<file path="config.mk">
export PLATFORM = sky130hd
export DESIGN_NAME = ssd_reg_bus_arbiter
export DESIGN_NICKNAME = d
export VERILOG_FILES = /design/src/rtl/ssd_reg_bus_pkg.sv /design/src/rtl/ssd_rr_arbiter.sv /design/src/rtl/ssd_reg_bus_arbiter.sv
export SDC_FILE = /design/constraint.sdc
export NUM_CORES = 1
export LEC_CHECK = 0
export CAP_MARGIN = 40
export CORE_AREA = 10 10 111 103
export CTS_BUF_LIST = sky130_fd_sc_hd__clkbuf_8
export DETAILED_ROUTE_END_ITERATION = 8
export DIE_AREA = 0 0 121 113
export PLACE_DENSITY = 0.82
export SKIP_CTS_REPAIR_TIMING = 1
export SLEW_MARGIN = 25
export SYNTH_ARGS = -nofsm -noshare
export SYNTH_HDL_FRONTEND = slang
export SYNTH_HIERARCHICAL = 1
export SYNTH_SLANG_ARGS = --single-unit
</file>
<file path="constraint.sdc">
create_clock -name clk_i -period 3.7 [get_ports clk_i]
set_input_delay 0.555 -clock clk_i [delete_from_list [all_inputs] [get_ports clk_i]]
set_output_delay 0.555 -clock clk_i [all_outputs]
set_load 0.1 [all_outputs]
</file>
<file path="src/rtl/ssd_reg_bus_pkg.sv">
// Shared types and constants for the SSD register-bus arbiter.
package ssd_reg_bus_pkg;

    localparam int unsigned REG_ADDR_W = 9;
    localparam int unsigned REG_DATA_W = 32;

    typedef enum logic [1:0] {
        StIdle,
        StIssue,
        StRdWait,
        StResp
    } bus_state_e;

    // Index width for an n-entry vector; never narrower than one bit.
    function automatic int unsigned idx_w(input int unsigned n);
        return (n > 1) ? $clog2(n) : 1;
    endfunction

endpackage

</file>
<file path="src/rtl/ssd_rr_arbiter.sv">
// Combinational round-robin grant search starting at the pointer, with wrap.
// REG_BUS_REQ0_PRIO_EN: requester 0 wins outright and leaves the pointer alone.
module ssd_rr_arbiter
    import ssd_reg_bus_pkg::*;
#(
    parameter int unsigned NUM_REQ = 2,
    localparam int unsigned IdxW   = idx_w(NUM_REQ)
) (
    input  logic [NUM_REQ-1:0] valid_i,
    input  logic [IdxW-1:0]    ptr_i,
    output logic               grant_vld_o,
    output logic [IdxW-1:0]    grant_idx_o,
    output logic               adv_ptr_o
);

    always_comb begin
        int unsigned s;
        logic [IdxW-1:0] idx;
        grant_vld_o = 1'b0;
        grant_idx_o = '0;
        adv_ptr_o   = 1'b1;
        for (int unsigned k = 0; k < NUM_REQ; k++) begin
            s = 32'(ptr_i) + k;
            if (s >= NUM_REQ) s = s - NUM_REQ;
            idx = IdxW'(s);
            if (!grant_vld_o && valid_i[idx]) begin
                grant_vld_o = 1'b1;
                grant_idx_o = idx;
            end
        end
`ifdef REG_BUS_REQ0_PRIO_EN
        if (valid_i[0]) begin
            grant_vld_o = 1'b1;
            grant_idx_o = '0;
            adv_ptr_o   = 1'b0;
        end
`endif
    end

endmodule

</file>
<file path="src/rtl/ssd_reg_bus_arbiter.sv">
// Shares one SSD-controller register bus among NUM_REQ requesters, one transaction at a time.
// Build with REG_BUS_REQ0_PRIO_EN to give requester 0 strict priority.
module ssd_reg_bus_arbiter
    import ssd_reg_bus_pkg::*;
#(
    parameter int unsigned NUM_REQ = 2,
    parameter int unsigned ADDR_W  = REG_ADDR_W,
    parameter int unsigned DATA_W  = REG_DATA_W,
    parameter int unsigned RD_LAT  = 1
) (
    input  logic                      clk_i,
    input  logic                      rst_ni,
    input  logic [NUM_REQ-1:0]        req_valid_i,
    input  logic [NUM_REQ-1:0]        req_write_i,
    input  logic [NUM_REQ*ADDR_W-1:0] req_addr_i,
    input  logic [NUM_REQ*DATA_W-1:0] req_wdata_i,
    output logic [NUM_REQ-1:0]        req_ready_o,
    output logic [NUM_REQ-1:0]        rsp_valid_o,
    output logic [DATA_W-1:0]         rsp_rdata_o,
    output logic                      wr_n_o,
    output logic                      rd_n_o,
    output logic [ADDR_W-1:0]         addr_o,
    output logic [DATA_W-1:0]         wdata_o,
    input  logic [DATA_W-1:0]         rdata_i
);

    localparam int unsigned IdxW = idx_w(NUM_REQ);
    localparam int unsigned CntW = 3;

    bus_state_e          state_q, state_d;
    logic [IdxW-1:0]     ptr_q, ptr_d;
    logic [IdxW-1:0]     gidx_q, gidx_d;
    logic                is_wr_q, is_wr_d;
    logic [CntW-1:0]     cnt_q, cnt_d;
    logic                wr_n_q, wr_n_d, rd_n_q, rd_n_d;
    logic [ADDR_W-1:0]   addr_q, addr_d;
    logic [DATA_W-1:0]   wdata_q, wdata_d, rsp_rdata_q, rsp_rdata_d;
    logic [NUM_REQ-1:0]  ready_q, ready_d, rsp_valid_q, rsp_valid_d;

    logic                grant_vld, adv_ptr;
    logic [IdxW-1:0]     grant_idx;
    logic [ADDR_W-1:0]   addr_arr  [NUM_REQ];
    logic [DATA_W-1:0]   wdata_arr [NUM_REQ];

    always_comb begin
        for (int i = 0; i < NUM_REQ; i++) begin
            addr_arr[i]  = req_addr_i[i*ADDR_W +: ADDR_W];
            wdata_arr[i] = req_wdata_i[i*DATA_W +: DATA_W];
        end
    end

    ssd_rr_arbiter #(
        .NUM_REQ (NUM_REQ)
    ) u_rr_arbiter (
        .valid_i     (req_valid_i),
        .ptr_i       (ptr_q),
        .grant_vld_o (grant_vld),
        .grant_idx_o (grant_idx),
        .adv_ptr_o   (adv_ptr)
    );

    always_comb begin
        state_d     = state_q;
        ptr_d       = ptr_q;
        gidx_d      = gidx_q;
        is_wr_d     = is_wr_q;
        cnt_d       = cnt_q;
        addr_d      = addr_q;
        wdata_d     = wdata_q;
        rsp_rdata_d = rsp_rdata_q;
        wr_n_d      = 1'b1;
        rd_n_d      = 1'b1;
        ready_d     = '0;
        rsp_valid_d = '0;
        unique case (state_q)
            StIdle: begin
                if (grant_vld) begin
                    ready_d[grant_idx] = 1'b1;
                    gidx_d  = grant_idx;
                    is_wr_d = req_write_i[grant_idx];
                    addr_d  = addr_arr[grant_idx];
                    wdata_d = wdata_arr[grant_idx];
                    if (adv_ptr) begin
                        ptr_d = (grant_idx == IdxW'(NUM_REQ - 1)) ? '0 : grant_idx + IdxW'(1);
                    end
                    state_d = StIssue;
                end
            end
            StIssue: begin
                if (is_wr_q) begin
                    wr_n_d  = 1'b0;
                    state_d = StResp;
                end else begin
                    rd_n_d  = 1'b0;
                    cnt_d   = CntW'(RD_LAT);
                    state_d = StRdWait;
                end
            end
            StRdWait: begin
                cnt_d = cnt_q - CntW'(1);
                // Slave data is valid on the last wait cycle; grab it then.
                if (cnt_q == CntW'(1)) begin
                    rsp_rdata_d = rdata_i;
                    state_d     = StResp;
                end
            end
            StResp: begin
                rsp_valid_d[gidx_q] = 1'b1;
                state_d = StIdle;
            end
            default: state_d = StIdle;
        endcase
    end

    always_ff @(posedge clk_i or negedge rst_ni) begin
        if (!rst_ni) begin
            state_q     <= StIdle;
            ptr_q       <= '0;
            gidx_q      <= '0;
            is_wr_q     <= 1'b0;
            cnt_q       <= '0;
            wr_n_q      <= 1'b1;
            rd_n_q      <= 1'b1;
            addr_q      <= '0;
            wdata_q     <= '0;
            rsp_rdata_q <= '0;
            ready_q     <= '0;
            rsp_valid_q <= '0;
        end else begin
            state_q     <= state_d;
            ptr_q       <= ptr_d;
            gidx_q      <= gidx_d;
            is_wr_q     <= is_wr_d;
            cnt_q       <= cnt_d;
            wr_n_q      <= wr_n_d;
            rd_n_q      <= rd_n_d;
            addr_q      <= addr_d;
            wdata_q     <= wdata_d;
            rsp_rdata_q <= rsp_rdata_d;
            ready_q     <= ready_d;
            rsp_valid_q <= rsp_valid_d;
        end
    end

    assign req_ready_o = ready_q;
    assign rsp_valid_o = rsp_valid_q;
    assign rsp_rdata_o = rsp_rdata_q;
    assign wr_n_o      = wr_n_q;
    assign rd_n_o      = rd_n_q;
    assign addr_o      = addr_q;
    assign wdata_o     = wdata_q;

endmodule

</file>
==> flow_metrics.py <==
metrics = {
    "floorplanning": {
        "ios": 199,
        "rows": 33,
        "die_w_um": 121,
        "core_area_sq_um": 9040,
        "dieArea_sq_um": 13700,
        "start_util_pct": 43.0,
        "die_y_um": 113,
    },
    "timing": {
        "finalCritPeriodShare_pct": 59.2,
        "clock_skew_ps": 20.8,
        "max_freq_mhz": 457,
        "relSlewSlack_pct": 48.9,
        "final-hold-violation-count": 0,
        "setup_violations": 0,
        "tightest_slew_ps": 766,
        "drv_slew": 0,
        "rsz0062_at_grt": "no",
        "layout_min_cycle_time_ps": 2190,
        "tns_ps": 0,
    },
    "clock_tree": {
        "cts_buffers": 9,
        "cts_root_buf": "clkbuf_8",
        "cts_tree": "built",
        "cts_sinks": 87,
        "h-tree-depth": 3,
        "clkLatencyLatePin_ps": 350,
        "clk_pin_slew_ps": 100,
        "cts_buffer_depth": 2,
    },
    "route": {
        "dr.pass1.iters": 4,
        "routed-via-count": 3511,
        "wl_mm": 15.9,
        "drtIter0Drc": 227,
        "antenna_left": 0,
        "wl_per_cell_um": 22.5,
        "vias_per_cell": 4.96,
        "drc": 0,
    },
    "cells_and_area": {
        "nets": 707,
        "seq_area_sq_um": 2180,
        "antenna_cells": 0,
        "nFillCells": 354,
        "layout-drive-gt1-share_pct": 23.9,
        "multi_input_area_sq_um": 1550,
        "syn2layout_area_growth_pct": 106,
        "final_common_cell": "clkdlybuf4s50_1",
        "final_cell_mix": "197 x clkdlybuf4s50_1, 85 x dfrtp_1, 50 x buf_16, 45 x nand2_1, 45 x o21ai_0",
    },
    "yosys": {
        "synthAdderAreaFrac_pct": 1.93,
        "syn_inst": 305,
        "synthMuxAreaShare_pct": 23.5,
        "synth_warnings": 6,
        "synth_top_area_share_pct": 54.7,
        "synthXorXnorAreaFrac_pct": 0,
        "synthesis.nets": 431,
        "synth-simple-area-share_pct": 6.24,
        "netlist_area_sq_um": 3890,
        "seq_area_frac_synth_pct": 56.0,
        "synth_top_area_cell": "dfrtp_1",
        "ys_types": 31,
        "synth_area_leaders": "dfrtp_1 55%, mux2_4 12%, mux2i_1 11%",
        "syn_area_per_cell_sq_um": 12.7,
        "ys_seq_elements": 87,
        "synth_top_family_by_area": "multiplexers",
        "synth-compound-area-share_pct": 7.75,
    },
    "setup_path": {
        "path_buf_inv": 2,
        "crit_chain": "clkdlybuf4s50_1 > buf_16",
        "path_delay_family": "buffers and inverters",
        "worstPathRequired_ps": 3140,
        "max_stage_delay_ps": 560,
        "arrival_ps": 1630,
        "path_max_fanout": 1,
        "crit_slowest_cell": "clkdlybuf4s50_1",
        "critPathCaptureType": "primary output",
        "crit_type": "reg2out",
        "worstSetupStartpointType": "flip-flop",
    },
    "job": {
        "cap_violations": 0,
    },
    "run_status": {
        "status": "finished clean",
    },
    "global_route": {
        "grt_pass1_wl_mm": 24.6,
        "grt_max_degree": 48,
        "grt-ovfl-total": 0,
        "grt_pass1_vias": 4042,
        "antenna_found_initial": 0,
        "track_usage_pct": 23.4,
    },
    "placed_design": {
        "place.gp.congestion": 0.764,
        "hpwlAfterDp_mm": 12.4,
        "port_buffers": 198,
    },
    "hold_path": {
        "min_path_type": "in2async",
    },
}
through the flow:
stage | hold slack, ps | instances | utilization [%] | instance area (sq um) | setup slack (ps)
after floorplan | 259 | 305 | - | 3890 | 2190
after global placement | 439 | 610 | 65.4 | 5910 | 1160
after detailed placement | 470 | 692 | 86.1 | 7780 | 1310
after CTS | 109 | 708 | 88.7 | 8020 | 1500
after global routing | 119 | 708 | 88.7 | 8020 | 1480
final | 104 | 708 | 88.7 | 8020 | 1510
cells by family after synthesis:
family,after synthesis
mux,76
fa+ha+maj,6
other cells,1
simple gates,56
buf+inv,25
flops,87
compound gates,54
state kept, by name (all words and copies together), names as in the netlist:
register     count
rsp_rdata_o     32
wdata_o         32
addr_o           9
cnt_q            3
req_ready_o      2
rsp_valid_o      2
state_q          2
gidx_q           1
is_wr_q          1
ptr_q            1
rd_n_o           1
wr_n_o           1
final cells by class:
cell class              instances  share of cell area, %
repair buffers                283                   48.3
flip-flops and latches         87                   27.2
multi-input cells             193                   19.3
well taps                     122                   1.90
clock buffers                  10                   1.72
clock inverters                 6                   1.26
inverters                       7                  0.328
final timing paths:
kind	from	end	slack [ps]	cells past startpoint
worst max register to register	state_q[0]	rsp_rdata_o[23]	1820	4
min in group clk_i	wdata_o[29]	wdata_o[29]	480	2
worst min register to register	wdata_o[29]	wdata_o[29]	480	2
worst max-delay path	wr_n_o	wr_n_o	1510	2
max in group asynchronous	rst_ni	wr_n_o	2800	3
worst min-delay path	rst_ni	rsp_rdata_o[14]	100	1
layer usage:
layer  part of all wire, %  global-route usage [%]
met1                    36                    25.4
met2                    52                    41.0
met3                   9.4                    8.45
met4                   2.8                    8.52
met5                     0                       0
synth_stat cells, drive strengths merged:
library cell	count
mux2i	43
o22a	1
mux2	33
nand2b	1
a21boi	1
o2111ai	1
a21bo	1
conb	1
a21o	1
clkbuf	4
inv	7
nand3	2
o2bb2ai	2
nand2	47
o21ai	45
or2	1
ha	6
nor2b	2
and3	1
dfstp	2
nor2	1
dfrtp	85
and2	1
buf	14
a21oi	1
o211a	1
Power is not shown: default switching activity piles up to over one toggle a cycle in this logic, so the estimate is an artifact.
